**src/rtl/bip_control.sv**
```systemverilog
// bip_control: multi-cycle sequencer for the BIP 16-bit accumulator CPU.
// Fetches from a sync ROM, decodes and drives the accumulator datapath.
module bip_control #(
    parameter int PC_W    = 11,
    parameter int OPC_W   = 5,
    parameter int INSTR_W = 16,
    parameter int CNT_W   = 16
) (
    input  logic               clk,
    input  logic               reset,
    input  logic               enable,
    output logic [PC_W-1:0]    instr_addr,
    output logic               instr_rd,
    input  logic [INSTR_W-1:0] instr_data,
    output logic [PC_W-1:0]    data_addr,
    output logic               data_rd,
    output logic               data_wr,
    output logic [PC_W-1:0]    operand,
    output logic [1:0]         sel_a,
    output logic               sel_b,
    output logic               op_sub,
    output logic               wr_acc,
    output logic               halted,
    output logic               retired,
    output logic [CNT_W-1:0]   retired_cnt
);

    typedef enum logic [2:0] {
        S_FETCH,
        S_DECODE,
        S_EXEC,
        S_MEM,
        S_HALT
    } state_t;

    localparam logic [OPC_W-1:0] OP_HLT  = OPC_W'(0);
    localparam logic [OPC_W-1:0] OP_STO  = OPC_W'(1);
    localparam logic [OPC_W-1:0] OP_LD   = OPC_W'(2);
    localparam logic [OPC_W-1:0] OP_LDI  = OPC_W'(3);
    localparam logic [OPC_W-1:0] OP_ADD  = OPC_W'(4);
    localparam logic [OPC_W-1:0] OP_ADDI = OPC_W'(5);
    localparam logic [OPC_W-1:0] OP_SUB  = OPC_W'(6);
    localparam logic [OPC_W-1:0] OP_SUBI = OPC_W'(7);

    localparam logic [1:0] SEL_MEM = 2'b00;
    localparam logic [1:0] SEL_IMM = 2'b01;
    localparam logic [1:0] SEL_ALU = 2'b10;

    state_t             state_q, state_d;
    logic [PC_W-1:0]    pc_q, pc_d;
    logic [INSTR_W-1:0] ir_q, ir_d;
    logic [CNT_W-1:0]   cnt_q, cnt_d;

    logic [OPC_W-1:0]   opcode;
    logic [PC_W-1:0]    pc_inc;

    assign opcode      = ir_q[INSTR_W-1 -: OPC_W];
    assign pc_inc      = pc_q + PC_W'(1);
    assign instr_addr  = pc_q;
    assign data_addr   = ir_q[PC_W-1:0];
    assign operand     = ir_q[PC_W-1:0];
    assign retired_cnt = cnt_q;

    always_comb begin
        state_d  = state_q;
        pc_d     = pc_q;
        ir_d     = ir_q;
        instr_rd = 1'b0;
        data_rd  = 1'b0;
        data_wr  = 1'b0;
        sel_a    = SEL_MEM;
        sel_b    = 1'b0;
        op_sub   = 1'b0;
        wr_acc   = 1'b0;
        halted   = 1'b0;
        retired  = 1'b0;

        unique case (state_q)
            S_FETCH: begin
                if (enable) begin
                    instr_rd = 1'b1;
                    state_d  = S_DECODE;
                end
            end
            S_DECODE: begin
                ir_d    = instr_data;
                state_d = S_EXEC;
            end
            S_EXEC: begin
                state_d = S_FETCH;
                pc_d    = pc_inc;
                retired = 1'b1;
                case (opcode)
                    OP_HLT: begin
                        // halted rises as soon as HLT is recognised
                        state_d = S_HALT;
                        pc_d    = pc_q;
                        retired = 1'b0;
                        halted  = 1'b1;
                    end
                    OP_STO: data_wr = 1'b1;
                    OP_LDI: begin
                        sel_a  = SEL_IMM;
                        wr_acc = 1'b1;
                    end
                    OP_ADDI, OP_SUBI: begin
                        sel_a  = SEL_ALU;
                        sel_b  = 1'b1;
                        op_sub = (opcode == OP_SUBI);
                        wr_acc = 1'b1;
                    end
                    OP_LD, OP_ADD, OP_SUB: begin
                        data_rd = 1'b1;
                        state_d = S_MEM;
                        pc_d    = pc_q;
                        retired = 1'b0;
                    end
                    default: ;
                endcase
            end
            S_MEM: begin
                sel_a   = (opcode == OP_LD) ? SEL_MEM : SEL_ALU;
                op_sub  = (opcode == OP_SUB);
                wr_acc  = 1'b1;
                retired = 1'b1;
                pc_d    = pc_inc;
                state_d = S_FETCH;
            end
            S_HALT: halted = 1'b1;
            default: state_d = S_FETCH;
        endcase

        // reset silences every strobe in the cycle it is asserted
        if (reset) begin
            instr_rd = 1'b0;
            data_rd  = 1'b0;
            data_wr  = 1'b0;
            sel_a    = SEL_MEM;
            sel_b    = 1'b0;
            op_sub   = 1'b0;
            wr_acc   = 1'b0;
            halted   = 1'b0;
            retired  = 1'b0;
        end
    end

    assign cnt_d = cnt_q + CNT_W'(retired);

    always_ff @(posedge clk) begin
        if (reset) begin
            state_q <= S_FETCH;
            pc_q    <= '0;
            ir_q    <= '0;
            cnt_q   <= '0;
        end else begin
            state_q <= state_d;
            pc_q    <= pc_d;
            ir_q    <= ir_d;
            cnt_q   <= cnt_d;
        end
    end

endmodule

```
**config.mk**
```make
export PLATFORM = sky130hd
export DESIGN_NAME = bip_control
export DESIGN_NICKNAME = d
export VERILOG_FILES = /design/src/rtl/bip_control.sv
export SDC_FILE = /design/constraint.sdc
export NUM_CORES = 1
export LEC_CHECK = 0
export ABC_CLOCK_PERIOD_IN_PS = 5400
export BUFFER_PORTS_ARGS = -buffer_cell sky130_fd_sc_hd__buf_2
export CAP_MARGIN = 20
export CORE_ASPECT_RATIO = 0.5
export CORE_MARGIN = 3
export CORE_UTILIZATION = 42
export DETAILED_ROUTE_END_ITERATION = 8
export GPL_TIMING_DRIVEN = 0
export PLACE_DENSITY = 0.71
export SLEW_MARGIN = 25
export SYNTH_ARGS = -nofsm -noshare
export SYNTH_HDL_FRONTEND = slang
export SYNTH_SLANG_ARGS = --single-unit
```
**constraint.sdc**
```tcl
create_clock -name clk -period 5.4 [get_ports clk]
set_clock_uncertainty 0.2 [all_clocks]
set_input_delay 1.08 -clock clk [delete_from_list [all_inputs] [get_ports clk]]
set_output_delay 1.08 -clock clk [all_outputs]
set_load 0.03 [all_outputs]
```
# == Yosys cells after proc, flatten, opt, wreduce, memory -nomap -nowiden ==
# Index checks and enable logic that the tools add are counted.
# op_classes
n_lt_le_gt_ge,0
bitwise_logic,1
shift,0
add_sub_neg,2
eq_ne,13
n_reduce_logical,9
multipliers,0
muxes,33
div,0
# op_table
cell,n
$pmux 11 s2,1
$eq 5x3->1 const B,4
$mux 1,20
$add 16x1->16,1
$pmux 3 s4,1
$add 11x1->11 const B,1
$mux 11,1
$eq 5x2->1 const B,2
$pmux 1 s2,4
$pmux 2 s2,2
$eq 3x2->1 const B,2
$pmux 3 s2,1
$reduce_or 3->1,2
$eq 5x1->1 const B,1
$logic_not 5->1,1
$mux 2,2
$ne 2x2->1 const B,2
$reduce_and 2->1,2
$reduce_or 4->1,1
$eq 3x1->1 const B,1
$eq 3x3->1 const B,1
$logic_not 3->1,1
$mux 3,1
$reduce_bool 2->1,1
2 further kinds,2
# totals
inputBits,19
ram_bits,0
rom_bits,0
output_inout_bits,59
register_bits,46
n_memories,0
latch_bits,0

# == Logic depth before layout (Yosys ltp) ==
# depth
ltp_word,6
mapped_depth,9
mapped_depth_nobuf,9

# == Least setup slack after synthesis ==
# Ideal clock, no wire load.
# synth_timing
kind,input to output
startpoint,input port reset
endpoint,output port sel_a[0]
arrival_time_ps,2765
slack_ps,1355
path_stages,4
path_cell_list,or3_4 or4_1 clkbuf_1 nor3b_1
# synth_via
elab_chain_cells,1
# synth_rtl
item,line,text
from (decl),10,"input logic reset,"
$mux 2,134,if (reset) begin
to (decl),19,"output logic [1:0] sel_a,"
# No other way between the ends.

# == Worst setup path in the final report ==
# layout_timing
startpoint,input port reset
endpoint,output port op_sub
# layout_via
elab_chain_cells,1
# layout_rtl
item,line,text
$mux 1,134,
to (decl),21,"output logic op_sub,"
# No other way between the ends.

==> impl_results.md <==
- Outcome: finished, final reports clean
- Share of post-route cells with drive strength above 1: 0.326
- Final min period: approximately 4.0 ns
- Max Cap Viol: 0
- CP Launch Type: primary input
- Count of final setup violators: 0
- Cell Pwr Density: around 240 mW/mm²
- Post-synthesis sequential area ratio: 0.433
- Final cycle utilization of the critical path: 0.735
- Reg clk slew, reported paths: 0.08 ns
- Number of buffers inserted by hold repair at cts: 0
- Flop-to-flop setup slack: 2.54 ns
- CTS max path bufs: 2
- Syn_nets: 277
- Seq cells post-synth: 46
- Hold Path Class: flop to flop
- CP bufs+invs: 3
- Max-slew violations: 0
- Count leader, synth: dfxtp_1
- First-pass GRT wire length: 7870 µm
- Switch share: 0.261
- Synth Flop Type: dfxtp_1
- Nets: about 360
- Syn Inst Count: 255
- HPWL Detailed: between 3000 and 4000 µm
- Syn. warnings: 0
- Worst R2R End: retired_cnt[15]
- Hold WS: approximately 0.28 ns
- Seq pwr share: 0.542
- Area share of the largest cell type after synthesis: 0.433
- CP Cell Sequence: buf_2 > or3_4 > or4_1 > clkbuf_1 > o41ai_1 > and3_1 > buf_2
- Die Width: about 110 µm
- I/O Pins: 78
- Arrival @ worst endpoint: 2.69 ns
- Post-Syn Area: approximately 0.0021 mm²
- Vias in the first global route: 1777
- Initial DRC count: 62
- CP max FO: 6
- Die area: around 0.006 mm²
- Req. time, crit path: 4.12 ns
- CTS tree: done
- Fill cells: 476
- Leak: 0.00126 µW
- Root Buffer: clkbuf_8
- Worst setup EP type: output port
- Internal Pwr Total: just under 500 µW
- Setup Total Neg Slack: 0 ns
- Critical Path Most Common Cell: buf_2
- Final Hold Fails: 0
- GRT Resource Usage Total: 0.160
- CTS Buf Count: 5
- Number of post-CTS setup repair buffers: 0
- R2R Path Start: state_q[1]
- Vias/cell: 4.69
- Least-Margin Pin Slew: 0.734 ns
- Post-synth top cells: dfxtp_1 (46), nand2_1 (38), nor2_1 (33), buf_4 (22), a21oi_1 (19)
- Htree depth: 2
- Clk_lat worst skew: 0.29 ns
- CP endpoint: op_sub
- GPL Wtd Cong: 0.779
- Drt first pass iters: 4
- Resized cells post-CTS: 0
- Worst relative slew slack: 0.506
- Ys async rst share: 0
- Sink Count: 46
- Distinct cells, synth: 34
- Post-route ant nets: 0
- VDD IR-drop max: about 0.00015 V
- Rows: 17
- Critical Path Max Stage Delay: 0.47 ns
- Combinational group share of total power: 0.136
- Sw Pwr: 171 µW
- Core area: 0.00464 mm²
- Ant. Diodes: 0
- P&R area growth vs syn: 26.3%
- Wire per inst: 11.4 µm
- Largest delay share family, worst path: simple AND/OR/NAND/NOR gates
- EDFF count, synth: 0
- Max frequency: approximately 250 MHz
- Initial antenna violation count: 0
- Largest net degree at the start of global routing: 14
- PortBufs: 77
- Drc violations: 0
- Crit path from: reset
- Critical-path top delay cell: or4_1
- Crit path kind: primary input to output port
- Clock power frac: 0.322
- Leading area contributor after synthesis: dfxtp_1
- Grt ovf: 0
- Final wirelength: between 4000 and 5000 µm
- Vias: 1904
- Height of the chip: 56.3 µm
- Worst r2r path cells: 8
- Area contributors post-synth: dfxtp_1 (43%), buf_4 (7.8%), nand2_1 (6.7%)
- RSZ-0062 raised after global routing: no
- Initial core utilization: 0.458
- Levels on crit path: 7
- Post-synthesis average cell area: 8.34 µm²
registers in the layout, indices dropped and copies added (netlist names):
| name | cells |
|---|---|
| retired_cnt | 16 |
| state_q | 3 |
| ir_q | 16 |
| instr_addr | 11 |
metrics by stage:
stage / cells / area, µm² / utilization / power, µW / setup slack [ns]
2_1_floorplan: 255 / 2130 / - / 427 / 1.36
3_3_place_gp: 398 / 2590 / 0.559 / 451 / 1.46
5_1_grt: 406 / 2690 / 0.579 / 691 / 1.34
4_1_cts: 406 / 2690 / 0.579 / 665 / 1.42
3_5_place_dp: 398 / 2590 / 0.559 / 453 / 1.42
6_report: 406 / 2690 / 0.579 / 656 / 1.43
worst register-to-register path: stages (launching register included):
cell	delay (ns)
dfxtp_1	0.31
clkbuf_1	0.34
nor3b_1	0.47
nor2b_1	0.27
ha_1	0.22
and4_1	0.31
nand3_1	0.15
or3_1	0.36
a21oi_1	0.14
logic make-up (layout without fill, tap and decap cells):
group	after synthesis	in the layout	share of synthesized area
AOI/OAI and AO/OA	25	25	0.0624
muxes	3	3	0.0153
buffers and inverters	35	120	0.101
and+or+nand+nor	122	122	0.284
DFF	46	46	0.433
xor gates and xnor gates	21	21	0.0865
adders and majority gates	3	3	0.0177
layout by cell type (no fill, tap or decap), drive strengths merged, types with 3 or more instances in the layout:
cell,n
nand2,38
nor3,7
nor3b,3
dfxtp,46
nor2b,6
a21oi,19
o21ai,3
xor2,11
xnor2,10
ha,3
and4,4
buf,99
nor2,33
nand4,7
clkbuf,19
nand3,7
layer usage:
metal / track usage / part of all wire / vias to the layer above
met3: 0.0494 / 0.046 / 4
met2: 0.273 / 0.49 / 38
li1: - / - / 1000
met5: 0 / 0 / -
met1: 0.200 / 0.46 / 862
met4: 0.0328 / 0.0056 / 0
cell type report:
cell class	instances	area, µm²	area share
buffer	34	210	0.0783
clock inverter	1	5.00	0.00186
sequential	46	921	0.343
multi-input combinational	174	991	0.369
clock buffer	7	86.3	0.0322
tap	66	82.6	0.0308
timing repair buffer	77	385	0.144
inverter	1	3.75	0.00140
power groups by stage:
stage,clock [µW],sequential (µW),combinational (µW)
6_report,211,356,89.3
3_3_place_gp,0,363,88.2
3_5_place_dp,0,364,89.8
4_1_cts,220,356,90.1
5_1_grt,236,357,98.3
2_1_floorplan,0,362,64.8
how the worst min path moves through the flow:
stage | start | endpoint | slack, ns | cells after the start
6_report | ir_q[8] | ir_q[8] | 0.28 | 2
5_1_grt | ir_q[7] | ir_q[7] | 0.30 | 2
4_1_cts | ir_q[2] | ir_q[2] | 0.28 | 2
3_5_place_dp | ir_q[9] | ir_q[9] | 0.27 | 2
3_3_place_gp | ir_q[10] | ir_q[10] | 0.26 | 2
2_1_floorplan | ir_q[0] | ir_q[0] | 0.25 | 2
Power figures use the tool's default switching activity.
